File: src/rtl/led_trail_pkg.sv
// Shared constants, level type and the saturating decay helper for the
// LED afterglow trail.
package led_trail_pkg;

  localparam int NUM_LEDS_DEF     = 10;
  localparam int LEVEL_W_DEF      = 4;
  localparam int LEVEL_MAX        = (1 << LEVEL_W_DEF) - 1;
  localparam int DECAY_STEP_DEF   = 3;
  localparam int PWM_PRESCALE_DEF = 64;

  typedef logic [LEVEL_W_DEF-1:0] level_t;

  localparam level_t LEVEL_MAX_L = level_t'(LEVEL_MAX);

  // Subtract step from lvl, clamping at zero instead of wrapping around.
  function automatic level_t sat_decay(input level_t lvl, input level_t step);
    level_t res;
    if (lvl >= step) begin
      res = level_t'(lvl - step);
    end else begin
      res = '0;
    end
    return res;
  endfunction

endpackage

File: src/rtl/led_trail_channel.sv
// One LED channel: brightness level register with load/decay on each
// qualifying step, and a registered PWM comparator driving the LED.
module led_trail_channel
  import led_trail_pkg::*;
#(
  parameter int DECAY_STEP = DECAY_STEP_DEF
) (
  input  logic   CLOCK_50,
  input  logic   RESET_N,
  input  logic   upd,
  input  logic   sel,
  input  level_t pwm_cnt,
  output logic   led,
  output logic   level_nz
);

  level_t level_q, level_d;
  logic   led_q, led_d;

  // Next level: load full brightness when selected, otherwise fade; hold
  // between updates. PWM drive compares the current level to the counter.
  always_comb begin
    level_d = level_q;
    if (upd) begin
      if (sel) begin
        level_d = LEVEL_MAX_L;
      end else begin
        level_d = sat_decay(level_q, level_t'(DECAY_STEP));
      end
    end
    led_d = (level_q == LEVEL_MAX_L) | (level_q > pwm_cnt);
  end

  // Level and LED output registers, cleared asynchronously.
  always_ff @(posedge CLOCK_50 or negedge RESET_N) begin
    if (!RESET_N) begin
      level_q <= '0;
      led_q   <= 1'b0;
    end else begin
      level_q <= level_d;
      led_q   <= led_d;
    end
  end

  assign led      = led_q;
  assign level_nz = |level_q;

endmodule

File: src/rtl/led_trail_pwm.sv
// Afterglow trail stage behind the KITT scanner: latches the scanner
// position on each step, fades previously lit LEDs and PWM-modulates LEDR
// against a shared, prescaled PWM counter.
module led_trail_pwm
  import led_trail_pkg::*;
#(
  parameter int NUM_LEDS     = NUM_LEDS_DEF,
  parameter int LEVEL_W      = LEVEL_W_DEF,
  parameter int DECAY_STEP   = DECAY_STEP_DEF,
  parameter int PWM_PRESCALE = PWM_PRESCALE_DEF
) (
  input  logic                CLOCK_50,
  input  logic                RESET_N,
  input  logic                step_tick,
  input  logic                hold,
  input  logic [NUM_LEDS-1:0] pos_onehot,
  output logic [NUM_LEDS-1:0] LEDR,
  output logic                trail_active
);

  localparam int PS_W = (PWM_PRESCALE > 1) ? $clog2(PWM_PRESCALE) : 1;

  // The level type lives in the package; a differing width cannot be honoured.
  if (LEVEL_W != LEVEL_W_DEF) begin : g_bad_level_w
    $error("led_trail_pwm: LEVEL_W must equal led_trail_pkg::LEVEL_W_DEF");
  end

  logic [PS_W-1:0]     presc_q, presc_d;
  level_t              pwm_q, pwm_d;
  logic                trail_q, trail_d;
  logic                presc_wrap;
  logic                upd;
  logic [NUM_LEDS-1:0] led_vec;
  logic [NUM_LEDS-1:0] nz_vec;

  // A step only counts when the scanner is not frozen.
  assign upd = step_tick & ~hold;

  // Prescaler wraps every PWM_PRESCALE clocks and advances the PWM counter,
  // which rolls over naturally from LEVEL_MAX to 0.
  always_comb begin
    presc_wrap = (presc_q == PS_W'(PWM_PRESCALE - 1));
    presc_d    = presc_wrap ? '0 : PS_W'(presc_q + 1'b1);
    pwm_d      = presc_wrap ? level_t'(pwm_q + 1'b1) : pwm_q;
    trail_d    = |nz_vec;
  end

  // Prescaler, PWM counter and trail-active registers.
  always_ff @(posedge CLOCK_50 or negedge RESET_N) begin
    if (!RESET_N) begin
      presc_q <= '0;
      pwm_q   <= '0;
      trail_q <= 1'b0;
    end else begin
      presc_q <= presc_d;
      pwm_q   <= pwm_d;
      trail_q <= trail_d;
    end
  end

  for (genvar i = 0; i < NUM_LEDS; i++) begin : g_ch
    led_trail_channel #(
      .DECAY_STEP(DECAY_STEP)
    ) u_ch (
      .CLOCK_50 (CLOCK_50),
      .RESET_N  (RESET_N),
      .upd      (upd),
      .sel      (pos_onehot[i]),
      .pwm_cnt  (pwm_q),
      .led      (led_vec[i]),
      .level_nz (nz_vec[i])
    );
  end

  assign LEDR         = led_vec;
  assign trail_active = trail_q;

endmodule

File: config.mk
export PLATFORM = sky130hd
export DESIGN_NAME = led_trail_pwm
export DESIGN_NICKNAME = d
export VERILOG_FILES = /design/src/rtl/led_trail_pkg.sv /design/src/rtl/led_trail_channel.sv /design/src/rtl/led_trail_pwm.sv
export SDC_FILE = /design/constraint.sdc
export NUM_CORES = 1
export LEC_CHECK = 0
export CAP_MARGIN = 20
export CORE_MARGIN = 2
export CORE_UTILIZATION = 40
export CTS_CLUSTER_SIZE = 8
export DETAILED_ROUTE_END_ITERATION = 8
export SYNTH_ARGS = -nofsm -noshare
export SYNTH_HDL_FRONTEND = slang
export SYNTH_SLANG_ARGS = --single-unit
File: constraint.sdc
create_clock -name CLOCK_50 -period 2.02 [get_ports CLOCK_50]
set_clock_uncertainty 0.15 [all_clocks]
set_input_delay 0.303 -clock CLOCK_50 [delete_from_list [all_inputs] [get_ports CLOCK_50]]
set_output_delay 0.303 -clock CLOCK_50 [all_outputs]
set_load 0.01 [all_outputs]
Word level (Yosys, flattened, before mapping)
Cells that the tools add are included.
- register bits after elaboration: 61
- input bits: 14
- output and inout port bits: 11
- word-level logic and storage cells: 100
- add/sub/neg operators: 12
- order comparisons: 20
- eq/ne operators: 11
- multiplexer cells: 21
- bitwise gates (word level): 12
- reductions and logical operators: 1
- operators with widths (kind ; number):
    $mux W4 ; 20
    $eq A4 B4 Y1 const B ; 10
    $ge A4 B2 Y1 const B ; 10
    $gt A4 B4 Y1 ; 10
    $reduce_or A40 Y1 ; 1
    $sub A4 B2 Y4 const B ; 10
    $or A1 B1 Y1 ; 10
    $add A6 B1 Y6 const B ; 1
    $eq A6 B6 Y1 const B ; 1
    $mux W6 ; 1
    $add A4 B1 Y4 const B ; 1
    $and A1 B1 Y1 ; 1
    $not A1 Y1 ; 1

Longest topological paths before layout
Gate-level depths: netlist of the first run.
- depth in word-level cells: 3
- depth in mapped cells: 5
- gate-level depth less buffers: 5

Modules after synthesis
Synthesis of the first run repeated with hierarchy kept, for this count alone.
- cell total of the unflattened synthesis: 451
- area, all modules: 4020.1 µm²
- by module, submodules not included (module ; instances ; cells each ; area an instance (µm²)):
    led_trail_channel ; 10 ; 41 ; 352.8
    led_trail_pwm ; 1 ; 41 ; 491.7

Least setup slack after synthesis of the first run
Ideal clock, no wire load.
- path type: register to register
- start: register pwm_q[2]
- end: register g_ch[0].u_ch.led_q
- arrival time: 1.497 ns
- path slack: 0.237 ns
- stages on the path, launching flop included: 6
- period minus slack after synthesis: 1.783 ns
- cells stage by stage: dfrtp_1 inv_1 ha_1 and3b_1 a2111oi_0 o21ai_0
- word-level cells in the longest chain between the ends: 2
- ends and longest elaborated chain (what ; RTL line ; text):
    start, declared ; led_trail_pwm.sv:29 ; level_t pwm_q, pwm_d;
    start signal, assigned ; led_trail_pwm.sv:56 ; pwm_q <= pwm_d;
    $gt A4 B4 Y1 ; led_trail_channel.sv:31 ; led_d = (level_q == LEVEL_MAX_L) | (level_q > pwm_cnt);
    $or A1 B1 Y1 ; led_trail_channel.sv:31 ;
    net g_ch[0].u_ch.led_d ; led_trail_channel.sv:18 ; logic led_q, led_d;
    end signal, assigned ; led_trail_channel.sv:41 ; led_q <= led_d;
    end, declared ; led_trail_channel.sv:18 ;
The timed path passes the listed nets, and every way through them passes these cells.
A chain may end at the register's enable or synchronous reset.

Worst setup path in the final report of the first run
- start: register pwm_q[1]
- end: register g_ch[7].u_ch.led_q
- word-level cells in the longest chain between the ends: 2
- ends and longest elaborated chain (what ; RTL line):
    $gt A4 B4 Y1 ; led_trail_channel.sv:31
    $or A1 B1 Y1 ; led_trail_channel.sv:31
    net g_ch[7].u_ch.led_d ; led_trail_channel.sv:18
    end signal, assigned ; led_trail_channel.sv:41
    end, declared ; led_trail_channel.sv:18
The timed path passes the listed nets, and every way through them passes these cells.

==> results.py, run 1 <==
metrics = {
    "routing": {
        "detail-route-antenna-nets": 0,
        "first_iter_violations": 111,
        "number_of_vias_after_detailed_routing": 3070,
        "firstDrtPassIters": 4,
        "remaining_drc_errors": 0,
        "via_per_inst": 5.45,
        "total_wire_length_after_detailed_routing_microns": 8390,
        "wl_per_cell_microns": 14.9,
    },
    "timing": {
        "timing_max_transition_violations_final": 0,
        "worst_slew_pin_slew_ps": 498,
        "finalHoldViolations": 0,
        "timing.final.setup_violations": 0,
        "period_share_pct": 94.7,
        "max-slew-margin-rel_pct": 66.8,
        "finalWorstSetupSlack_ps": 107,
        "maxClockFrequency_mhz": 523,
        "final_period_minus_worst_setup_slack_ps": 1910,
    },
    "clocking": {
        "clkSlewWorstSetupHoldPaths_ps": 70,
        "h_tree_depth": 3,
        "clock_tree_root": "clkbuf_8",
        "clk-insertion-delay-late_ps": 340,
        "cts_tree": "done",
        "cts-root-to-sink-buffers": 2,
        "cts_inserted_buffers": 9,
        "buffers_inserted_during_post_cts_setup_optimization": 0,
        "numClockSinks": 61,
    },
    "logic_synthesis": {
        "post_synth_mux_area_share_pct": 0.290,
        "yosys-top-cells-count": "ha_1, dfrtp_1, a21oi_1, o21ai_0, inv_1",
        "dominantRegCellSynth": "dfrtp_1",
        "synth_enable_flop_cells": 0,
        "synth_top_family_by_area": "compound AO/OA/AOI/OAI gates",
        "synth_compound_area_share_pct": 20.1,
        "post_synth_main_area_contributors": "dfrtp_1, ha_1, a21oi_1, o21ai_0, a211oi_1",
        "yosysWarningCount": 0,
        "yosys.area_share.xor_xnor_pct": 1.35,
        "synth_area_sq_mm": 0.00388,
        "synth-seq-cells": 61,
        "synth_most_common_cell": "ha_1",
        "yosysUniqueCellTypes": 32,
        "synth-adder-area-share_pct": 20.0,
        "synth_simple_gate_area_share_pct": 12.9,
        "synth.avg_cell_area_sq_um": 9.73,
        "synth_top_area_share_pct": 39.3,
        "async_flop_share_pct": 100,
        "synthesis.nets": 475,
        "yosysTopAreaCell": "dfrtp_1",
        "synth_cells": 399,
        "yosysSeqAreaShare_pct": 39.3,
    },
    "die": {
        "dieWidth_microns": 103,
        "row_count": 35,
        "boundaryPins": 25,
        "initial_core_util_pct": 41.6,
        "die_y_microns": 103,
        "dieArea_sq_mm": 0.0105,
        "core_sq_mm": 0.00933,
    },
    "place": {
        "buffer_ports.inserted": 24,
        "dp_hpwl_microns": 6020,
        "place.gp.congestion": 0.795,
        "post-place-ws_ps": 50.4,
    },
    "cells_and_area": {
        "multiInputGateArea_sq_mm": 0.00214,
        "final.fill_count": 896,
        "n_antenna_cell": 0,
        "reg_area_sq_mm": 0.00153,
        "drive_above_1_share_pct": 7.37,
        "final_core_utilization_pct": 48.6,
        "synthToLayoutAreaGrowth_pct": 16.7,
        "finish.net_count": 505,
    },
    "worst_setup_path": {
        "timing.critical_path.fanout_max": 5,
        "timing.critical_path.required_ps": 2050,
        "setup.reg_to_reg.worst_slack_ps": 110,
        "arrival_time_reported_for_the_critical_path_endpoint_ps": 1940,
        "depth_of_the_worst_register_to_register_path": 6,
        "critPathCaptureType": "flip-flop",
        "setup_crit_path_kind": "flip-flop to flip-flop",
        "rr_endpoint": "g_ch[7].u_ch.led$_DFF_PN0_",
        "cp-start-kind": "flip-flop",
        "timing.rr.start": "pwm_q[1]$_DFFE_PN0N_",
    },
    "global_route": {
        "grt_pass1_vias": 2975,
        "number_of_antenna_violations_at_the_first_check_in_global_routing": 0,
        "pin_count_of_the_biggest_net_entering_global_routing": 81,
        "grt_pass1_wl_microns": 14200,
        "gr-usage-all-layers_pct": 17.4,
        "globalRouteOverflowTotal": 0,
    },
    "pwr": {
        "p_per_area_mw_per_mm2": 983,
        "power.ir.vdd_worst_v": 0.000532,
        "static-leakage-power_uw": 0.00197,
        "post-layout-total-power_uw": 4450,
    },
    "run_status": {
        "outcome": "complete, no violations",
    },
    "flow_run": {
        "cap_viol_max_count": 0,
    },
    "worst_hold_path": {
        "hp-class": "input pin to async pin",
    },
}
-- worst max-delay path, stage by stage, from the launching register on --
cell and delay (ps):
dfrtp_1 390, inv_1 70, buf_4 150, ha_1 300
and3b_1 170, a2111oi_0 300, o21ai_0 220
-- cell families after synthesis --
group | Yosys count
buf+inv | 52
fa+ha+maj | 62
compound gates | 133
mux | 1
simple gates | 84
flops | 61
xor+xnor | 6
-- worst max-delay path by stage --
stage	to	cells past startpoint	start	slack [ps]
final	g_ch[7].u_ch.led$_DFF_PN0_	6	pwm_q[1]$_DFFE_PN0N_	110
after global routing	g_ch[5].u_ch.led$_DFF_PN0_	6	pwm_q[1]$_DFFE_PN0N_	-30
after CTS	g_ch[8].u_ch.led$_DFF_PN0_	6	pwm_q[1]$_DFFE_PN0N_	10
after detailed placement	g_ch[8].u_ch.led$_DFF_PN0_	6	pwm_q[1]$_DFFE_PN0N_	50
after global placement	g_ch[8].u_ch.led$_DFF_PN0_	6	pwm_q[1]$_DFFE_PN0N_	100
after floorplan	g_ch[0].u_ch.led$_DFF_PN0_	5	pwm_q[2]$_DFFE_PN0N_	240
-- sequential cells by signal (all words and copies together) (netlist names) --
register and flops:
g_ch.u_ch.level_q 40, presc_q 6, trail_active 1, pwm_q 4, g_ch.u_ch.led 10
-- report_power, final --
group | internal, uW | switching (uW) | total, uW
clock network | 600 | 484 | 1080
logic | 719 | 785 | 1500
registers | 1530 | 336 | 1870
-- area by class of cell --
cell class	instances	share of cell area [%]
Tap cell	129	3.56
Timing Repair Buffer	38	8.67
Multi-Input combinational cell	286	47.1
Inverter	33	2.73
Clock buffer	12	3.20
Sequential cell	61	33.7
Clock inverter	4	1.05
-- per-stage QoR --
| step | hold slack, ps | instances | instance area, sq um | TNS, ps |
|---|---|---|---|---|
| after detailed placement | 136 | 546 | 4320 | 0 |
| after global placement | 132 | 546 | 4320 | 0 |
| final | 302 | 563 | 4530 | 0 |
| after global routing | 332 | 563 | 4530 | -29.9 |
| after floorplan | -143 | 399 | 3880 | 0 |
| after CTS | 308 | 563 | 4520 | 0 |
-- per-layer routing --
layer | track usage, % | routed length [microns]
met5 | 0 | 0
met2 | 27.6 | 3960
met3 | 3.66 | 238
met1 | 24.0 | 4100
met4 | 5.54 | 90
-- layout by cell type (no fill, tap or decap), drive strengths merged, types with 14 or more instances in the layout --
master | synthesis | routed
ha | 62 | 62
dfrtp | 61 | 61
a21oi | 41 | 41
o21ai | 41 | 41
inv | 33 | 33
clkdlybuf4s50 | 0 | 23
a211oi | 20 | 20
nand3 | 15 | 15
nor2 | 14 | 14
buf | 14 | 14
-- repair_timing --
item                                    CTS  global route
resized for setup                         0             6
endpoints found under the setup margin    0             5
endpoints found under the hold margin    17             0
hold buffers                              1             0
(Power assumes the default switching activity.)
==> inputs of run 2 (changes only) <==
Settings changed: CORE_MARGIN 2 to 5, CORE_UTILIZATION 40 to 32.
==> run 2 against run 1 <==
Compared with the run above: first-iteration DRC count rose by 33%; register-to-register slack barely moved; power rose by 8.9%; hold slack improved by 28 ps; critical path depth fell by 1; largest power group unchanged.
==> results.py, run 2 (same netlist as run 1, synthesis figures left out) <==
metrics = {
    "clocking": {
        "h_tree_depth": 3,
        "cts-root-to-sink-buffers": 2,
        "clock_tree_root": "clkbuf_16",
        "numClockSinks": 61,
        "cts_tree": "done",
        "clk-insertion-delay-late_ps": 320,
        "cts_inserted_buffers": 9,
        "clkSlewWorstSetupHoldPaths_ps": 50,
    },
    "timing": {
        "timing.final.setup_violations": 0,
        "hold_slack_ps": 330,
        "finalHoldViolations": 0,
        "maxClockFrequency_mhz": 520,
        "worst_slew_pin_slew_ps": 527,
        "period_share_pct": 95.2,
        "final_period_minus_worst_setup_slack_ps": 1920,
        "timing_max_transition_violations_final": 0,
        "max-slew-margin-rel_pct": 64.8,
    },
    "worst_setup_path": {
        "arrival_time_reported_for_the_critical_path_endpoint_ps": 1970,
        "cp_slowest_cell": "or4_1",
        "timing.critical_path.fanout_max": 4,
        "setup_crit_path_kind": "flip-flop to flip-flop",
        "timing.rr.start": "g_ch[9].u_ch.level_q[1]$_DFFE_PN0P_",
        "timing.critical_path.required_ps": 2070,
        "critical_path.startpoint": "g_ch[9].u_ch.level_q[1]$_DFFE_PN0P_",
        "rr_endpoint": "trail_active$_DFF_PN0_",
        "setup.reg_to_reg.worst_slack_ps": 100,
        "cp-start-kind": "flip-flop",
        "cp_cell_sequence": "inv_1 > ha_1 > nor4bb_4 > nand4_1 > or4_1",
        "depth_of_the_worst_register_to_register_path": 5,
        "worst_path_largest_cell_delay_ps": 530,
        "critPathCaptureType": "flip-flop",
    },
    "cells_and_area": {
        "largest_register_ff_count": 40,
        "synthToLayoutAreaGrowth_pct": 21.2,
        "registers.top_by_ff_count": "g_ch.u_ch.level_q",
        "final_common_cell": "ha_1",
        "layout.cells.most_common_list": "ha_1, dfrtp_1, a21oi_1, o21ai_0, inv_1",
        "n_antenna_cell": 0,
        "drive_above_1_share_pct": 10.3,
        "finish.net_count": 511,
        "layoutNonFillerInstCount": 585,
        "final.fill_count": 1164,
    },
    "routing": {
        "via_per_inst": 5.30,
        "first_iter_violations": 148,
        "number_of_vias_after_detailed_routing": 3102,
        "total_wire_length_after_detailed_routing_microns": 8580,
        "detail-route-antenna-nets": 0,
        "firstDrtPassIters": 4,
        "remaining_drc_errors": 0,
        "wl_per_cell_microns": 14.7,
    },
    "run_status": {
        "outcome": "complete, no violations",
    },
    "pwr": {
        "power.ir.vdd_worst_v": 0.000416,
        "static-leakage-power_uw": 0.00205,
        "post-layout-total-power_uw": 4850,
        "p_per_area_mw_per_mm2": 1030,
    },
    "place": {
        "place.gp.congestion": 0.801,
        "dp_hpwl_microns": 6020,
        "placed_cells_incl_taps": 565,
        "buffer_ports.inserted": 24,
    },
    "worst_hold_path": {
        "worst_hold_path.endpoint": "presc_q[4]$_DFF_PN0_",
        "hold_start": "presc_q[4]$_DFF_PN0_",
        "hold_path_depth": 1,
        "hp-class": "flip-flop to flip-flop",
    },
    "die": {
        "dieArea_sq_mm": 0.0144,
        "core_sq_mm": 0.0120,
        "row_count": 40,
        "die_y_microns": 120,
        "dieWidth_microns": 120,
        "initial_core_util_pct": 32.5,
        "boundaryPins": 25,
    },
    "global_route": {
        "grt_pass1_vias": 3046,
        "pin_count_of_the_biggest_net_entering_global_routing": 81,
        "globalRouteOverflowTotal": 0,
        "grt_pass1_wl_microns": 14800,
        "number_of_antenna_violations_at_the_first_check_in_global_routing": 0,
        "gr-usage-all-layers_pct": 12.5,
    },
    "flow_run": {
        "cap_viol_max_count": 0,
    },
}
[run 2: changes by cell type in the layout (fill, tap and decap cells not counted), moves of 2 or more]
cell and change:
clkbuf_16 +9, inv_1 -4, clkbuf_8 -8, a2111oi_1 -3, buf_4 +7, a2111oi_2 +2
inv_2 +3
[run 2: layout make-up]
cell class	instances	area, sq um	share of cell area (%)
clock inverters	2	10.0	0.213
clock buffers	12	256	5.45
well taps	147	184	3.91
inverters	33	128	2.71
multi-input cells	286	2180	46.3
flip-flops and latches	61	1530	32.4
repair buffers	44	425	9.04
[run 2: worst max path at each step]
stage,cells after the start,slack [ps],endpoint
4_1_cts,6,10,g_ch[2].u_ch.led$_DFF_PN0_
2_1_floorplan,5,240,g_ch[0].u_ch.led$_DFF_PN0_
6_report,5,100,trail_active$_DFF_PN0_
5_1_grt,5,-0.5,trail_active$_DFF_PN0_
3_5_place_dp,5,-50,trail_active$_DFF_PN0_
3_3_place_gp,5,0.8,trail_active$_DFF_PN0_
[run 2: critical path, delay by kind of cell, from the launching register on]
family,cells,cell delay [ps]
flops,1,410
buf+inv,1,90
fa+ha+maj,1,150
simple gates,3,1000
[run 2: timing repair]
item	in CTS	in global routing
gates cloned	0	0
hold endpoints to repair	20	0
pin swaps	1	3
buffers inserted	2	3
hold buffers	1	0
setup endpoints to repair	5	8
gates resized for setup	3	13
[run 2: through the flow]
step | util [%] | area, sq um | setup TNS [ps] | setup WS (ps)
detailed placement | 36.2 | 4320 | -98.2 | -45.2
CTS | 38.8 | 4650 | 0 | 9.50
floorplan | - | 3880 | 0 | 237
global placement | 36.2 | 4320 | 0 | 0.779
finish | 39.4 | 4710 | 0 | 97.5
global route | 39.4 | 4710 | -0.516 | -0.516
[run 2: power by group]
group          internal (uW)  total (uW)  switching (uW)
logic                    763        1590             822
registers               1530        1860             330
clock network            878        1400             523
total                   3180        4850            1680
[run 2: per-layer routing]
| metal | part of all wire (%) | vias to the layer above | track usage [%] |
|---|---|---|---|
| met5 | 0 | - | 0 |
| met1 | 48 | 1486 | 16.7 |
| met4 | 1.4 | 0 | 4.01 |
| met2 | 47 | 46 | 20.2 |
| li1 | - | 1559 | - |
| met3 | 3.8 | 11 | 2.69 |
==> inputs of run 3 (changes only) <==
Settings changed: CTS_BUF_LIST set to sky130_fd_sc_hd__clkbuf_16.
==> run 3 against run 2 <==
Compared with the run above: worst setup slack worse by 5.7 ps; combinational power about the same; highest routed layer unchanged; hold slack better by 0.91 ps; power down 1.7%; design area down 0.43%.
==> results.py, run 3 (same netlist as run 1, synthesis figures left out) <==
metrics = {
    "cells_and_area": {
        "largest_register_ff_count": 40,
        "fin_area_sq_mm": 0.00469,
        "finish.net_count": 511,
        "drive_above_1_share_pct": 9.82,
        "n_antenna_cell": 0,
        "synthToLayoutAreaGrowth_pct": 20.7,
        "layout.cells.most_common_list": "ha_1, dfrtp_1, a21oi_1, o21ai_0, inv_1",
        "registers.top_by_ff_count": "g_ch.u_ch.level_q",
        "final_common_cell": "ha_1",
    },
    "timing": {
        "hold_slack_ps": 331,
        "finalWorstSetupSlack_ps": 91.7,
        "unrepaired_setup_endpoints_after_global_routing": "no",
        "period_share_pct": 95.5,
        "final_period_minus_worst_setup_slack_ps": 1930,
        "finalHoldViolations": 0,
        "setup-tns-final_ps": 0,
        "timing.final.setup_violations": 0,
        "maxClockFrequency_mhz": 519,
        "worst_slew_pin_slew_ps": 524,
        "max-slew-margin-rel_pct": 65.1,
        "timing_max_transition_violations_final": 0,
    },
    "worst_hold_path": {
        "hold_path_depth": 1,
        "hp-class": "flip-flop to flip-flop",
    },
    "worst_setup_path": {
        "setup.reg_to_reg.worst_slack_ps": 90,
        "cp_slowest_cell": "dfrtp_1",
        "timing.critical_path.fanout_max": 5,
        "cp_cell_sequence": "clkinvlp_4 > buf_4 > ha_1 > and3b_1 > a2111oi_2 > o21ai_0",
        "timing.critical_path.required_ps": 2060,
        "critical_path.startpoint": "pwm_q[1]$_DFFE_PN0N_",
        "rr_endpoint": "g_ch[1].u_ch.led$_DFF_PN0_",
        "worst_path_largest_cell_delay_ps": 380,
        "endpoint": "g_ch[1].u_ch.led$_DFF_PN0_",
        "cp-start-kind": "flip-flop",
        "depth_of_the_worst_register_to_register_path": 6,
        "arrival_time_reported_for_the_critical_path_endpoint_ps": 1970,
        "critPathCaptureType": "flip-flop",
        "timing.rr.start": "pwm_q[1]$_DFFE_PN0N_",
        "setup_crit_path_kind": "flip-flop to flip-flop",
    },
    "pwr": {
        "p_per_area_mw_per_mm2": 1020,
        "power.ir.vdd_worst_v": 0.000416,
        "static-leakage-power_uw": 0.00204,
        "post-layout-total-power_uw": 4770,
    },
    "clocking": {
        "cts_tree": "done",
        "cts-root-to-sink-buffers": 2,
        "clk-insertion-delay-late_ps": 320,
        "numClockSinks": 61,
        "cts_inserted_buffers": 9,
        "clock_tree_root": "clkbuf_16",
        "h_tree_depth": 3,
        "clkSlewWorstSetupHoldPaths_ps": 50,
    },
    "routing": {
        "remaining_drc_errors": 0,
        "number_of_vias_after_detailed_routing": 3101,
        "total_wire_length_after_detailed_routing_microns": 8570,
        "detail-route-antenna-nets": 0,
        "firstDrtPassIters": 4,
        "wl_per_cell_microns": 14.7,
        "first_iter_violations": 156,
        "via_per_inst": 5.30,
    },
    "global_route": {
        "grt_pass1_vias": 3046,
        "gr-usage-all-layers_pct": 12.5,
        "grt_pass1_wl_microns": 14700,
        "pin_count_of_the_biggest_net_entering_global_routing": 81,
        "number_of_antenna_violations_at_the_first_check_in_global_routing": 0,
        "globalRouteOverflowTotal": 0,
    },
    "die": {
        "row_count": 40,
        "core_sq_mm": 0.0120,
        "dieWidth_microns": 120,
        "boundaryPins": 25,
        "initial_core_util_pct": 32.5,
        "dieArea_sq_mm": 0.0144,
        "die_y_microns": 120,
    },
    "place": {
        "placed_cell_area_sq_mm": 0.00432,
        "dp_hpwl_microns": 6020,
        "place.gp.congestion": 0.801,
        "post-place-ws_ps": -45.2,
        "buffer_ports.inserted": 24,
    },
    "flow_run": {
        "cap_viol_max_count": 0,
    },
    "run_status": {
        "outcome": "complete, no violations",
    },
}
==> run 3: worst min path at each step <==
| stage | startpoint | end | slack (ps) |
|---|---|---|---|
| 5_1_grt | presc_q[4]$_DFF_PN0_ | presc_q[4]$_DFF_PN0_ | 360 |
| 3_3_place_gp | RESET_N | g_ch[8].u_ch.level_q[2]$_DFFE_PN0P_ | 170 |
| 4_1_cts | presc_q[4]$_DFF_PN0_ | presc_q[4]$_DFF_PN0_ | 340 |
| 3_5_place_dp | RESET_N | g_ch[8].u_ch.level_q[2]$_DFFE_PN0P_ | 170 |
| 2_1_floorplan | RESET_N | g_ch[0].u_ch.led$_DFF_PN0_ | -140 |
| 6_report | presc_q[4]$_DFF_PN0_ | presc_q[4]$_DFF_PN0_ | 330 |
==> run 3: what timing repair did <==
action | 4_1_cts | 5_1_grt
resized for setup | 3 | 13
hold buffers | 1 | 0
endpoints found under the hold margin | 20 | 0
setup buffers | 2 | 3
endpoints found under the setup margin | 5 | 8
pin swaps | 1 | 3
==> run 3: stage by stage <==
stage | util (%) | cells
finish | 39.2 | 585
global route | 39.2 | 585
CTS | 38.7 | 582
detailed placement | 36.2 | 565
global placement | 36.2 | 565
floorplan | - | 399
==> run 3: worst max-delay path, delay by kind of cell, from the launching register on <==
kind	cells	cell delay, ps
fa+ha+maj	1	300
simple gates	1	190
compound gates	2	490
flops	1	380
buf+inv	2	290
==> run 3: layout make-up <==
| cell class | instances | area, sq um |
|---|---|---|
| clock buffer | 9 | 225 |
| clock inverter | 5 | 21.3 |
| fill | 1171 | 7270 |
| inverter | 33 | 128 |
| multi-input combinational | 286 | 2180 |
| sequential | 61 | 1530 |
| tap | 147 | 184 |
| timing repair buffer | 44 | 425 |
==> run 3: per-layer routing <==
layer / GRT usage (%) / vias to the layer above / wire length, microns / part of all wire (%)
met2: 20.1 / 43 / 4070 / 47
met3: 2.69 / 11 / 300 / 3.5
met4: 4.15 / 0 / 116 / 1.4
met5: 0 / - / 0 / 0
met1: 16.7 / 1485 / 4090 / 48
li1: - / 1562 / - / -
==> run 3: power by group <==
part	leakage, uW	internal, uW	switching, uW
clock	0.000127	797	521
combinational	0.00126	763	822
sequential	0.000655	1530	330
